## config.mk

```make
export PLATFORM = sky130hd
export DESIGN_NAME = multiport_regfile
export DESIGN_NICKNAME = d
export VERILOG_FILES = /design/src/rtl/regfile_pkg.sv /design/src/rtl/regfile_scoreboard.sv /design/src/rtl/multiport_regfile.sv
export SDC_FILE = /design/constraint.sdc
export NUM_CORES = 2
export LEC_CHECK = 0
export BUFFER_PORTS_ARGS = -buffer_cell sky130_fd_sc_hd__buf_4
export CAP_MARGIN = 40
export CORE_ASPECT_RATIO = 1.25
export CORE_UTILIZATION = 40
export CTS_CLUSTER_DIAMETER = 60
export CTS_CLUSTER_SIZE = 28
export DETAILED_ROUTE_END_ITERATION = 12
export PLACE_DENSITY = 0.57
export SLEW_MARGIN = 10
export SYNTH_ARGS = -nofsm -noshare
export SYNTH_HDL_FRONTEND = slang
export SYNTH_SLANG_ARGS = --single-unit
```

## constraint.sdc

```tcl
create_clock -name clk -period 33.8 [get_ports clk]
set_clock_uncertainty 0.15 [all_clocks]
set_input_delay 6.76 -clock clk [delete_from_list [all_inputs] [get_ports clk]]
set_output_delay 6.76 -clock clk [all_outputs]
set_load 0.05 [all_outputs]
```

## src/rtl/regfile_pkg.sv

```systemverilog
// Shared defaults and helpers for the multi-port register file.
// Holds size defaults, the zero-register index and the highest-port select helper.
package regfile_pkg;

  localparam int DATA_W_D = 32;
  localparam int ADDR_W_D = 5;
  localparam int NUM_RD_D = 2;
  localparam int NUM_WR_D = 2;

  localparam int REG_ZERO = 0;

  localparam int MAX_WR = 16;
  localparam int PORT_W = 4;

  // Index of the highest set bit of a port-match vector (0 when none).
  function automatic logic [PORT_W-1:0] hi_port(
    input logic [MAX_WR-1:0] m
  );
    logic [PORT_W-1:0] s;
    s = '0;
    for (int i = 0; i < MAX_WR; i++)
      if (m[i]) s = PORT_W'(i);
    return s;
  endfunction

endpackage

```

## src/rtl/regfile_scoreboard.sv

```systemverilog
// Busy scoreboard: per-register pending-producer bits plus registered popcount.
// Ports: clk, rst, wr_en/wr_addr (clear), iss_en/iss_addr (set), busy, busy_cnt.
module regfile_scoreboard
  import regfile_pkg::*;
#(
  parameter int ADDR_W   = ADDR_W_D,
  parameter int NUM_WR   = NUM_WR_D,
  parameter int ZERO_REG = 1
) (
  input  logic                     clk,
  input  logic                     rst,
  input  logic [NUM_WR-1:0]        wr_en,
  input  logic [NUM_WR*ADDR_W-1:0] wr_addr,
  input  logic                     iss_en,
  input  logic [ADDR_W-1:0]        iss_addr,
  output logic [2**ADDR_W-1:0]     busy,
  output logic [ADDR_W:0]          busy_cnt
);

  localparam int DEPTH = 2**ADDR_W;

  logic [DEPTH-1:0] busy_n;
  logic [ADDR_W:0]  cnt_n;

  // Clears first, then the issue set, so a new producer wins.
  always_comb begin
    busy_n = busy;
    for (int p = 0; p < NUM_WR; p++)
      if (wr_en[p])
        busy_n[wr_addr[p*ADDR_W +: ADDR_W]] = 1'b0;
    if (iss_en)
      busy_n[iss_addr] = 1'b1;
    if (ZERO_REG != 0)
      busy_n[REG_ZERO] = 1'b0;
  end

  always_comb begin
    cnt_n = '0;
    for (int i = 0; i < DEPTH; i++)
      cnt_n = cnt_n + {{ADDR_W{1'b0}}, busy_n[i]};
  end

  always_ff @(posedge clk or posedge rst) begin
    if (rst) begin
      busy     <= '0;
      busy_cnt <= '0;
    end else begin
      busy     <= busy_n;
      busy_cnt <= cnt_n;
    end
  end

endmodule

```

## src/rtl/multiport_regfile.sv

```systemverilog
// Multi-port register file: async reads, sync writes, busy scoreboard.
// Optional write-to-read bypass when REGFILE_BYPASS_EN is defined.
module multiport_regfile
  import regfile_pkg::*;
#(
  parameter int DATA_W   = DATA_W_D,
  parameter int ADDR_W   = ADDR_W_D,
  parameter int NUM_RD   = NUM_RD_D,
  parameter int NUM_WR   = NUM_WR_D,
  parameter int ZERO_REG = 1
) (
  input  logic                     clk,
  input  logic                     rst,
  input  logic [NUM_WR-1:0]        wr_en,
  input  logic [NUM_WR*ADDR_W-1:0] wr_addr,
  input  logic [NUM_WR*DATA_W-1:0] wr_data,
  input  logic [NUM_RD*ADDR_W-1:0] rd_addr,
  output logic [NUM_RD*DATA_W-1:0] rd_data,
  output logic [NUM_RD-1:0]        rd_busy,
  input  logic                     iss_en,
  input  logic [ADDR_W-1:0]        iss_addr,
  output logic [ADDR_W:0]          busy_cnt
);

  localparam int DEPTH = 2**ADDR_W;

  logic [DATA_W-1:0] regs [DEPTH];
  logic [DEPTH-1:0]  busy;

  regfile_scoreboard #(
    .ADDR_W   (ADDR_W),
    .NUM_WR   (NUM_WR),
    .ZERO_REG (ZERO_REG)
  ) u_sb (
    .clk      (clk),
    .rst      (rst),
    .wr_en    (wr_en),
    .wr_addr  (wr_addr),
    .iss_en   (iss_en),
    .iss_addr (iss_addr),
    .busy     (busy),
    .busy_cnt (busy_cnt)
  );

  // Later ports are assigned last, so the highest port wins.
  always_ff @(posedge clk or posedge rst) begin
    if (rst) begin
      for (int i = 0; i < DEPTH; i++)
        regs[i] <= '0;
    end else begin
      for (int p = 0; p < NUM_WR; p++)
        if (wr_en[p] &&
            !(ZERO_REG != 0 &&
              wr_addr[p*ADDR_W +: ADDR_W] == ADDR_W'(REG_ZERO)))
          regs[wr_addr[p*ADDR_W +: ADDR_W]] <=
            wr_data[p*DATA_W +: DATA_W];
    end
  end

  always_comb begin
    logic [ADDR_W-1:0] ra;
    logic              z;
    logic [DATA_W-1:0] v;
    logic              b;
`ifdef REGFILE_BYPASS_EN
    logic [NUM_WR-1:0] m;
    logic [PORT_W-1:0] sel;
`endif
    rd_data = '0;
    rd_busy = '0;
    for (int r = 0; r < NUM_RD; r++) begin
      ra = rd_addr[r*ADDR_W +: ADDR_W];
      z  = (ZERO_REG != 0) && (ra == ADDR_W'(REG_ZERO));
      v  = z ? '0 : regs[ra];
      b  = !z && busy[ra];
`ifdef REGFILE_BYPASS_EN
      // Forward same-cycle write data; busy only if re-issued now.
      m = '0;
      for (int p = 0; p < NUM_WR; p++)
        m[p] = wr_en[p] && !rst && !z &&
               (wr_addr[p*ADDR_W +: ADDR_W] == ra);
      sel = hi_port(MAX_WR'(m));
      for (int p = 0; p < NUM_WR; p++)
        if (m[p] && sel == PORT_W'(p))
          v = wr_data[p*DATA_W +: DATA_W];
      if (|m)
        b = iss_en && (iss_addr == ra);
`endif
      rd_data[r*DATA_W +: DATA_W] = v;
      rd_busy[r] = b;
    end
  end

endmodule

```

# Yosys cells after proc, flatten, opt, wreduce, memory -nomap -nowiden
# Index checks and enable logic that the tools add are counted.
# W data, S select, Z words.
# op_classes
addsub	30
n_bitwise	9
n_mux	29
magnitude_cmp	14
n_reduce_logical	17
# ops
op	count
$bwmux W1024	2
$mux W1024	2
$mux W32	11
$bmux W32 S5	2
$demux W32 S5	2
$add A6 B1 Y6	29
$and A32 B32 Y32	2
$not A32 Y32	2
$or A32 B32 Y32	1
$lt A5 B6 Y1 const B	5
$ge A6 B6 Y1 const B	4
$not A5 Y6	4
$logic_not A5 Y1	4
$demux W1 S5	3
$ge A5 B1 Y1 const B	3
$lt A6 B1 Y1 const B	2
$bmux W1 S5	2
$logic_and A1 B1 Y1	9
$mux W1	5
$logic_not A1 Y1	4
$add A1 B1 Y2	1
# word_totals
in_bits	94
out_inout_bits	72
elab_cells	133
ff_bits	1061

# Longest topological paths before layout
# depth
depth_word	41
ltp_mapped	23
depth_no_buf	20

# Hierarchy
# Synthesis repeated with hierarchy kept, for this count alone.
# unflattened
cells_unflattened	6292
hier_area_um2	66371.2
# modules_own_cells
mod	cells_each	seq_area_each_um2	area_each_um2	n_inst
multiport_regfile	6033	25624.6	63671.1	1
regfile_scoreboard	259	925.9	2700.1	1

# Least setup slack after synthesis
# No wires, ideal clock.
# synth_path
path_type	in2out
startpoint	input rd_addr[1]
endpoint	output rd_data[10]
n_path_buf	4
required_ps	26890
setup_slack_ps	17787
arrival_ps	9103
path_stages	8
path_cell_list	buf_6 > buf_6 > nor2b_1 > buf_2 > buf_2 > a221oi_1 > o21ai_0 > a311oi_1
# synth_between
elab_chain_len	5
word_cells_on_any_way	6
cone_classes	4 x mux; 1 x bitwise; 1 x reduce/logical
# synth_lines
element	line	rtl
start, declared	multiport_regfile.sv:17	input logic [NUM_RD*ADDR_W-1:0] rd_addr,
$not A5 Y6 (not written as such)	multiport_regfile.sv:74	v = z ? '0 : regs[ra];
$bmux W32 S5	multiport_regfile.sv:74	
$mux W32 (not written as such) (2 in a row)	multiport_regfile.sv:74	
$mux W32 (*)	multiport_regfile.sv:74	
end, declared	multiport_regfile.sv:18	output logic [NUM_RD*DATA_W-1:0] rd_data,
# Mark *: on every way between the ends. The rest lies on a longest branch, timed or not. The select of a mux whose other input is x is not followed.

# Final worst setup path
# layout_path
startpoint	input rd_addr[7]
endpoint	output rd_data[53]
# The elaborated chain is that of the path after synthesis.

==> results.md <==
- Sequential area share after synthesis: 0.400
- CP arrival: 10700 ps
- Final ANT Viol Nets: 0
- I/O pin total: 166
- Mean post-synth cell area: 10.6 µm²
- Crit end category: output pin
- Wire length per cell: 37.0 µm
- Die Ht: 458 µm
- WHS: 251 ps
- Die Area: 168000 µm²
- Synth Register Bits: 1061
- Commonest cells after routing, fill and taps aside: dfrtp_1 (1061), mux2i_1 (954), nor2_1 (653), a21oi_1 (516), o21ai_0 (500)
- Placed wire-length estimate: 180000 µm
- Detailed-route via count: 56400
- Layout cell share with drive strength beyond 1: 0.192
- Asr flop ratio synth: 1.00
- Placed Cells: 8056
- Gr ovfl total: 0
- Nets: 6088
- Clk root buf: clkbuf_16
- Final period utilization: 0.521
- Slew Viols, Final: 0
- Clk Latency, worst-skew pair: 750 ps
- Chip Width: 367 µm
- Clock transition at path regs: 70 ps
- Filler cell count: 15100
- Resized cells post-CTS: 0
- Setup CP Type: primary input to output pin
- Type of origin of the critical path: primary input
- Multi-input logic area: 36700 µm²
- Final setup violation count: 0
- Min Tclk post-route: 17610 ps
- Top FF cell, synth: dfrtp_1
- Crit-path cells: buf_8, buf_4, buf_4, buf_16, mux2i_1, a221oi_1, o21ai_0, a311oi_1, buf_4
- Clock buffer depth: 3
- Area Growth Syn to Fin: 9.93%
- Initial DRC count: 9008
- DRC violations left: 0
- Largest net degree at the start of global routing: 158
- Leakage: 0.0343 µW
- Vias per inst: 6.84
- Vias in the first global route: 53200
- Worst Tran Pin Value: 1100 ps
- DRT Wirelength: 305000 µm
- First-pass GRT wire length: 423000 µm
- Slowest Stage Delay on Critical Path: 860 ps
- RSZ-0062 raised after global routing: false
- Post-CTS Hold Buffers: 0
- Most common cell after layout, fill and taps aside: dfrtp_1
- GP Congestion: 0.965
- CTS Buf Count: 85
- Max cap viols: 0
- Initial Util: 0.404
- Core area: 164000 µm²
- Post-synthesis cell type count: 54
- # H-tree levels: 3
- Synthesized area: 66400 µm²
- WP data required: 26890 ps
- Final instance count without filler cells: 8243
- Tot GR Track Use: 0.357
- Ys Warns: 0
- Highest clock rate: 56.8 MHz
- Pre-Repair DR Iteration Count: 7
- Dpl ws: 16300 ps
- EDFF count, synth: 0
- Pwr Density: 63.6 nW/µm²
- Crit path max fanout: 70
- Status: completed
- Syn Inst Count: 6263
- I/O Buffers: 165
- Max VDD drop: 0.187 mV
- Crit path top cell by count: buf_4
- Register area: 26600 µm²
- CTS tree: built
- Crit path max-delay cell type: a311oi_1
- Post-Syn Nets: 6389
- Rel. slew slack: 0.265
- Initial antenna violation count: 30
- HP Class: register to register
- Setup bufs post-CTS: 0
- FP Rows: 166
- Final hold vios: 0
- CTS Sinks: 1061
- PnR worst setup slack: 16190 ps
- Sum Neg Setup Slack: 0 ps
[power breakdown]
| group | internal [µW] | leakage (µW) | switching [µW] |
|---|---|---|---|
| clock network | 518 | 0.00141 | 595 |
| logic | 766 | 0.0199 | 890 |
| registers | 1610 | 0.0130 | 272 |
| total | 2890 | 0.0343 | 1760 |
[synth_stat cells, types with 13 or more instances]
cell | instances | share of area
mux2i_1 | 954 | 0.14
o21ai_0 | 500 | 0.038
dfrtp_1 | 1061 | 0.40
a311oi_1 | 66 | 0.0087
buf_6 | 13 | 0.0022
a221oi_1 | 102 | 0.013
mux4_2 | 460 | 0.16
fa_1 | 23 | 0.0069
inv_1 | 60 | 0.0034
a211oi_1 | 64 | 0.0072
nand2_1 | 487 | 0.028
a21oi_1 | 516 | 0.039
nor2_1 | 661 | 0.037
o2111ai_1 | 16 | 0.0021
o21ai_1 | 38 | 0.0029
clkbuf_1 | 397 | 0.022
mux2_2 | 68 | 0.012
a22oi_1 | 176 | 0.020
nor2_2 | 13 | 0.0012
buf_1 | 30 | 0.0017
buf_2 | 250 | 0.019
a32o_1 | 29 | 0.0044
nor2b_1 | 71 | 0.0067
buf_4 | 64 | 0.0072
nand3_1 | 24 | 0.0018
[state kept, by name, summed over array words and instances (netlist names)]
signal	flops
regs	1024
u_sb.busy	31
u_sb.busy_cnt	6
[path summary, 6_finish.rpt]
| path | from | to | slack [ps] | cells after the start |
|---|---|---|---|---|
| max | rd_addr[7] | rd_data[53] | 16190 | 9 |
| min | regs[1014] | regs[1014] | 250 | 0 |
| max reg2reg | u_sb.busy[1] | u_sb.busy_cnt[4] | 28090 | 17 |
| min reg2reg | regs[1014] | regs[1014] | 250 | 0 |
| max in group asynchronous | rst | regs[823] | 24100 | 7 |
| min in group asynchronous | rst | regs[875] | 5870 | 2 |
[layer usage]
metal | vias to the layer above | wire, µm | GRT usage
li1 | 22500 | - | -
met1 | 28300 | 111000 | 0.456
met2 | 4484 | 132000 | 0.517
met3 | 1115 | 39500 | 0.111
met4 | 22 | 22900 | 0.242
met5 | - | 155 | 0
[cell type report]
class,instances,area share
Multi-Input combinational cell,4382,0.503
Tap cell,2184,0.0374
Sequential cell,1061,0.364
Inverter,60,0.00320
Clock inverter,64,0.0100
Timing Repair Buffer,372,0.0520
Antenna cell,30,0.00103
Clock buffer,90,0.0299
[per-stage QoR]
step	cell area [µm²]	utilization	total power (µW)
2_1_floorplan	66400	-	2960
6_report	73000	0.445	4650
3_5_place_dp	70000	0.426	3490
5_1_grt	73000	0.444	4850
4_1_cts	72900	0.444	4600
3_3_place_gp	68600	0.417	3450
[logic make-up (layout without fill, tap and decap cells)]
family / Yosys count / count (layout) / synth area share
mux: 1482 / 1482 / 0.311
simple gates: 1330 / 1330 / 0.0840
buf+inv: 820 / 586 / 0.0563
compound gates: 1535 / 1535 / 0.140
xor+xnor: 3 / 3 / 0.000396
flops: 1061 / 1061 / 0.400
fa+ha+maj: 32 / 32 / 0.00863
other cells: 0 / 30 / 0
[critical path: cells and delay by family]
kind,cells,cell delay (ps)
buffers and inverters,5,2290
AO/OA/AOI/OAI,3,1310
multiplexers,1,140
Power figures use the tool's default switching activity.
